$ cat config.mk
export PLATFORM = sky130hd
export DESIGN_NAME = mux_scan
export DESIGN_NICKNAME = d
export VERILOG_FILES = /design/src/rtl/mux_scan.sv
export SDC_FILE = /design/constraint.sdc
export NUM_CORES = 1
export LEC_CHECK = 0
export ABC_AREA = 1
export CAP_MARGIN = 10
export CORE_MARGIN = 2
export CORE_UTILIZATION = 54
export DETAILED_ROUTE_END_ITERATION = 10
export GPL_TIMING_DRIVEN = 0
export PLACE_DENSITY = 0.87
export SYNTH_ARGS = -nofsm -noshare
export SYNTH_HDL_FRONTEND = slang
export SYNTH_SLANG_ARGS = --single-unit
$ cat constraint.sdc
create_clock -name clk -period 2.55 [get_ports clk]
set_clock_uncertainty 0.1 [all_clocks]
set_input_delay 0.765 -clock clk [delete_from_list [all_inputs] [get_ports clk]]
set_output_delay 0.765 -clock clk [all_outputs]
set_load 0.05 [all_outputs]
$ cat src/rtl/mux_scan.sv
// ============================================================================
// mux_scan : registered N:1 channel mux with manual select and dwell-timed scan
// Rev 1.0  : initial release
// ============================================================================
`default_nettype none

module mux_scan #(
    parameter int WIDTH    = 8,
    parameter int CHANNELS = 4,
    parameter int DWELL    = 3,
    localparam int SEL_W   = (CHANNELS > 1) ? $clog2(CHANNELS) : 1
) (
    input  logic                      clk,
    input  logic                      rst,
    input  logic [CHANNELS*WIDTH-1:0] in_bus,
    input  logic [SEL_W-1:0]          sel,
    input  logic                      mode,
    input  logic                      en,
    output logic [WIDTH-1:0]          out,
    output logic [SEL_W-1:0]          out_ch,
    output logic                      out_valid,
    output logic                      wrap,
    output logic                      sel_err
);

    localparam int               SLOTS     = 1 << SEL_W;
    localparam logic [SEL_W-1:0] C_LAST_CH = SEL_W'(CHANNELS - 1);
    localparam logic [7:0]       C_LAST_DW = 8'(DWELL - 1);

    localparam logic [1:0] ST_IDLE   = 2'd0;
    localparam logic [1:0] ST_MANUAL = 2'd1;
    localparam logic [1:0] ST_SCAN   = 2'd2;

    logic [1:0]       r_state;
    logic [SEL_W-1:0] r_ptr;
    logic [7:0]       r_dcnt;

    logic [WIDTH-1:0] w_slot [SLOTS];
    logic             w_sel_ok;
    logic             w_advance;
    logic [SEL_W-1:0] w_ptr_next;

    // Pad the channel table to a power of two so any sel value indexes safely.
    generate
        for (genvar k = 0; k < SLOTS; k++) begin : g_slot
            if (k < CHANNELS) begin : g_live
                assign w_slot[k] = in_bus[k*WIDTH +: WIDTH];
            end else begin : g_pad
                assign w_slot[k] = '0;
            end
        end
    endgenerate

    assign w_sel_ok   = (sel <= C_LAST_CH);
    assign w_advance  = (r_dcnt == C_LAST_DW);
    assign w_ptr_next = (r_ptr == C_LAST_CH) ? '0 : r_ptr + SEL_W'(1);

    always_ff @(posedge clk or posedge rst) begin
        if (rst) begin
            r_state   <= ST_IDLE;
            r_ptr     <= '0;
            r_dcnt    <= '0;
            out       <= '0;
            out_ch    <= '0;
            out_valid <= 1'b0;
            wrap      <= 1'b0;
            sel_err   <= 1'b0;
        end else if (!en) begin
            r_state   <= ST_IDLE;
            r_ptr     <= '0;
            r_dcnt    <= '0;
            out_valid <= 1'b0;
            wrap      <= 1'b0;
            sel_err   <= 1'b0;
        end else if (!mode) begin
            r_state <= ST_MANUAL;
            r_ptr   <= '0;
            r_dcnt  <= '0;
            wrap    <= 1'b0;
            out_ch  <= sel;
            if (w_sel_ok) begin
                out       <= w_slot[sel];
                out_valid <= 1'b1;
                sel_err   <= 1'b0;
            end else begin
                out       <= '0;
                out_valid <= 1'b0;
                sel_err   <= 1'b1;
            end
        end else begin
            r_state   <= ST_SCAN;
            out_valid <= 1'b1;
            sel_err   <= 1'b0;
            // The entry edge itself samples channel 0 and counts as dwell cycle 0.
            if (r_state != ST_SCAN) begin
                r_ptr  <= '0;
                r_dcnt <= '0;
                out    <= w_slot[0];
                out_ch <= '0;
                wrap   <= 1'b0;
            end else if (w_advance) begin
                r_ptr  <= w_ptr_next;
                r_dcnt <= '0;
                out    <= w_slot[w_ptr_next];
                out_ch <= w_ptr_next;
                wrap   <= (r_ptr == C_LAST_CH);
            end else begin
                r_dcnt <= r_dcnt + 8'd1;
                out    <= w_slot[r_ptr];
                out_ch <= r_ptr;
                wrap   <= 1'b0;
            end
        end
    end

endmodule

`default_nettype wire

After elaboration in Yosys (flattened, before gate mapping) --
Index checks and enable logic that the tools add are counted.
Word-level totals: register bits 25, input port bits 38, word-level logic and storage cells 55
Cells by class: add/subtract/negate cells 2, magnitude comparators 4, eq/ne operators 3, multiplexer cells 35, bitwise logic cells 3
Operators with widths (number):
- $mux 8 | 14
- $bmux 8 s2 | 3
- $mux 2 | 8
- $mux 1 | 10
- $ge 3x3->1 const B | 3
- $not 2->3 | 3
- $add 8x1->8 const B | 1
- $eq 8x2->1 const B | 1
- $add 2x1->2 const B | 1
- $eq 2x2->1 const B | 1
- $le 2x2->1 const B | 1
- $ne 2x2->1 const B | 1

Logic depth before layout (Yosys ltp) --
depth after elaboration 9, depth in mapped cells 12, gate-level depth less buffers 11

Least setup slack after synthesis --
No wires, ideal clock.
path kind in2reg, start point input port sel[0], end point register out[7], setup time 0.120 ns, data arrival time 1.457 ns, data required time 2.330 ns, path slack 0.872 ns, cell stages on the path 8, path buffers 2, cells stage by stage buf_2 buf_2 a21oi_1 o21ai_0 nand3_1 nand2_1 inv_1 nand2_1
On the way: cells in the longest elaborated chain, start to end 6, elaborated cells between the ends (all ways) 7, those cells by class 1 x order compare; 5 x mux; 1 x bitwise
Ends and longest elaborated chain:
- start: declaration | line 16 | input logic [SEL_W-1:0] sel,
- $not 2->3 (not written as such) | line 82 | out <= w_slot[sel];
- $bmux 8 s2 | line 82
- $mux 8 (not written as such) (2 in series) | line 82
- $mux 8 (*) | line 81 | if (w_sel_ok) begin
- $mux 8 (*) | line 75 | end else if (!mode) begin
- end signal: assignment | line 82
- end signal: assignment | line 98 | out <= w_slot[0];
- end signal: assignment | line 104 | out <= w_slot[w_ptr_next];
- end: declaration | line 19 | output logic [WIDTH-1:0] out,
Every way passes the cells marked *; elsewhere a longest branch is shown, timed or not. The select of a mux whose other input is x is not followed. A chain may end at the register's enable or synchronous reset.

Final worst setup path --
start point register out[5], end point output port out[5]
No word-level cell between the ends.

==> key figures <==
Detailed routing
  – Drt initial violations: 366
  – DR vias: 2564
  – Final wirelength: ~6500 µm
  – DR vias/cell: 5.62
  – Final antenna-violating net count: 0
  – Average wire per standard cell: roughly 14 µm
  – Final routed DRC violation total: 0
  – First-pass detailed-route iteration total: 6

Worst setup path
  – Crit-path max cell delay: between 800 and 900 ps
  – Worst endpoint data arrival time: 1470 ps
  – Startpoint types: register
  – Critical Setup Path Class: reg -> out
  – Slowest CP cell: clkdlybuf4s50_1
  – Crit. End Element: output port
  – Delay-heaviest family, CP: buffers and inverters
  – Crit-path cells: clkdlybuf4s50_1
  – Required @ worst endpoint: 1690 ps
  – Critical-path maximum fanout: 2
  – Worst Path Buf+Inv: 1

Power
  – Power density over the cells: between 400 and 500 nW/µm²
  – Pleak: 1.36 nW
  – Clock power frac: between 30% and 40%
  – Sequential share of power: 38.4%
  – Switching share of power: a little under a third
  – Worst VDD drop: between 200 and 250 µV
  – Int Pwr: ~0.74 mW
  – Power share of the combinational group: a little under a third
  – Switch Pwr: approximately 0.34 mW

Logic synthesis
  – Synth area leaders: dfrtp_1 (29%), nand2_1 (24%), nand3_1 (8.9%), inv_1 (8.1%), o21ai_0 (7.0%)
  – Syn nets: between 300 and 400
  – Mean Syn Cell Area: between 5 and 6 µm²
  – YS warnings: 0
  – Synth Cell Area: between 2000 and 2500 µm²
  – Area leader, netlist: dfrtp_1
  – Post-synthesis sequential area ratio: between 20 and 30%
  – Gate count after technology mapping: between 300 and 400
  – Top cell type's share of synthesized area: 28.8%
  – Distinct cells, synth: 27
  – Synthesis-stage register bit count: 24

Layout
  – Final core occ: roughly 73%
  – Antenna Cells: 0
  – Share of cells above drive strength 1: about 5%
  – Design area: about 2700 µm²
  – P&R area growth vs syn: 28.9%
  – Final nets: 450

CTS
  – TritonCTS clock tree: yes
  – Clock sink count: 24
  – Worst-path clk slew: 90 ps
  – Post-CTS Hold Fix Bufs: 0
  – CTS-repair resized insts: 0
  – Total CTS buffers: 3
  – Worst skew pair latency: ~270 ps
  – Max Buffers Root-to-Sink: 2
  – Postcts setup bufs: 0
  – Clock root buffer: clkbuf_8
  – CTS H-tree depth: 1

Floorplanning
  – Die area: around 4400 µm²
  – Initial core utilization: between 50 and 60%
  – CORE AREA: 3690 µm²
  – Die height: about 66 µm
  – Total I/O pin count: a little over 50
  – Die X-Extent: roughly 66 µm
  – Num rows: 22

STA
  – Setup_tns: 0 ps
  – Slew headroom: ~38%
  – Fmax: 0.428 GHz
  – Tmin final: approximately 2300 ps
  – Worst Max-Slew Pin Slew: 933 ps
  – Final hold viol count: 0
  – Fin crit share: between 90% and 100%
  – Setup violators final: 0
  – RSZ-0062 raised after global routing: no
  – Max-slew violation count: 0

GRT
  – Total track usage: 32.2%
  – Global-route wire length before repair: about 11000 µm
  – Initial antenna violation count: 0
  – Gr ovfl total: 0
  – Pin count of the biggest net entering global routing: 25
  – Number of global-route vias before repair: 2499

Run
  – Maxcap violations: 0

Placed design
  – Placed Area: between 2000 and 3000 µm²
  – Half-perimeter wire length after placement: between 4000 and 5000 µm
  – Buffers added on ports: 47
  – Routability congestion estimate: 0.915

Outcome
  – Outcome: completed

Min path
  – Min-Delay Path Class: reg -> reg
-- sequential cells by signal, summed over array words and instances, names as in the netlist --
register	count
r_state	2
out_ch	2
r_ptr	2
out	8
r_dcnt	8
wrap	1
out_valid	1
-- final cells by class --
| type | instances | area [µm²] |
|---|---|---|
| Fill cell | 329 | 1000 |
| Multi-Input combinational cell | 270 | 1210 |
| Tap cell | 48 | 60.1 |
| Sequential cell | 24 | 601 |
| Inverter | 48 | 180 |
| Buffer | 15 | 90.1 |
| Clock buffer | 3 | 41.3 |
| Clock inverter | 1 | 30.0 |
| Timing Repair Buffer | 47 | 470 |
-- cell families after synthesis --
group	share of synthesized area, %
other	0.180
AO/OA/AOI/OAI	15.1
XOR/XNOR	0.840
AND/OR/NAND/NOR	40.3
flip-flops	28.8
adder cells (fa/ha/maj)	1.80
buffers and inverters	13.0
-- cells in the final DEF, fill, tap and decap left out, types with 2 or more instances in the layout --
master / instances
a21oi_1: 20
nor3_1: 2
o21ai_1: 4
o21ai_0: 29
clkbuf_8: 3
inv_1: 45
nand3_1: 37
ha_1: 3
clkdlybuf4s50_1: 47
clkinv_1: 2
buf_2: 6
nor2_1: 26
o211ai_1: 4
nand2_1: 133
o22ai_1: 3
buf_4: 5
dfrtp_1: 24
clkbuf_1: 3
-- Yosys cell counts --
master	number
xor2_1	1
nand2_4	1
nor2_4	1
clkinv_1	2
a21oi_1	20
o211ai_1	4
nor3b_1	1
nor3_1	2
buf_6	1
buf_4	5
ha_1	3
inv_2	1
nor2_1	26
conb_1	1
o21ai_1	4
nand2_1	133
dfrtp_1	24
nor4_1	1
o21ai_0	29
nand3_1	37
o22ai_1	3
buf_2	6
xnor2_1	1
clkbuf_1	3
nand2_2	1
nor2_2	1
inv_1	45
-- routing by layer --
layer	vias to the layer above	wire length, µm	GRT usage, %	share of wire [%]
li1	1227	-	-	-
met1	1118	2610	40.8	40
met2	184	2980	53.0	46
met3	35	699	5.28	11
met4	0	246	15.6	3.8
met5	-	0	0	0
-- worst paths after layout --
path	from	endpoint	slack, ps	depth (start not counted)
worst max-delay path	out[5]$_DFFE_PP0P_	out[5]	220	1
worst min-delay path	r_dcnt[0]$_DFF_PP0_	r_dcnt[0]$_DFF_PP0_	390	1
worst max register to register	r_ptr[0]$_DFF_PP0_	out[5]$_DFFE_PP0P_	440	9
worst min register to register	r_dcnt[0]$_DFF_PP0_	r_dcnt[0]$_DFF_PP0_	390	1
max in group asynchronous	rst	r_ptr[1]$_DFF_PP0_	880	2
min in group asynchronous	rst	out_valid$_DFF_PP0_	900	2
-- stage by stage --
step / hold slack, ps / power, mW / std cells / setup WS [ps]
after floorplan: 353 / 0.604 / 357 / 872
after global placement: 378 / 0.736 / 452 / 43.4
after detailed placement: 384 / 0.742 / 452 / 50.9
after CTS: 395 / 1.08 / 456 / 211
after global routing: 428 / 1.13 / 456 / 178
final: 391 / 1.08 / 456 / 216
-- power groups by stage --
stage	sequential [mW]	combinational, mW	clock, mW
6_report	0.414	0.326	0.340
5_1_grt	0.417	0.353	0.356
3_5_place_dp	0.422	0.320	0
4_1_cts	0.415	0.322	0.344
3_3_place_gp	0.420	0.316	0
2_1_floorplan	0.492	0.112	0
Power figures use the tool's default switching activity.
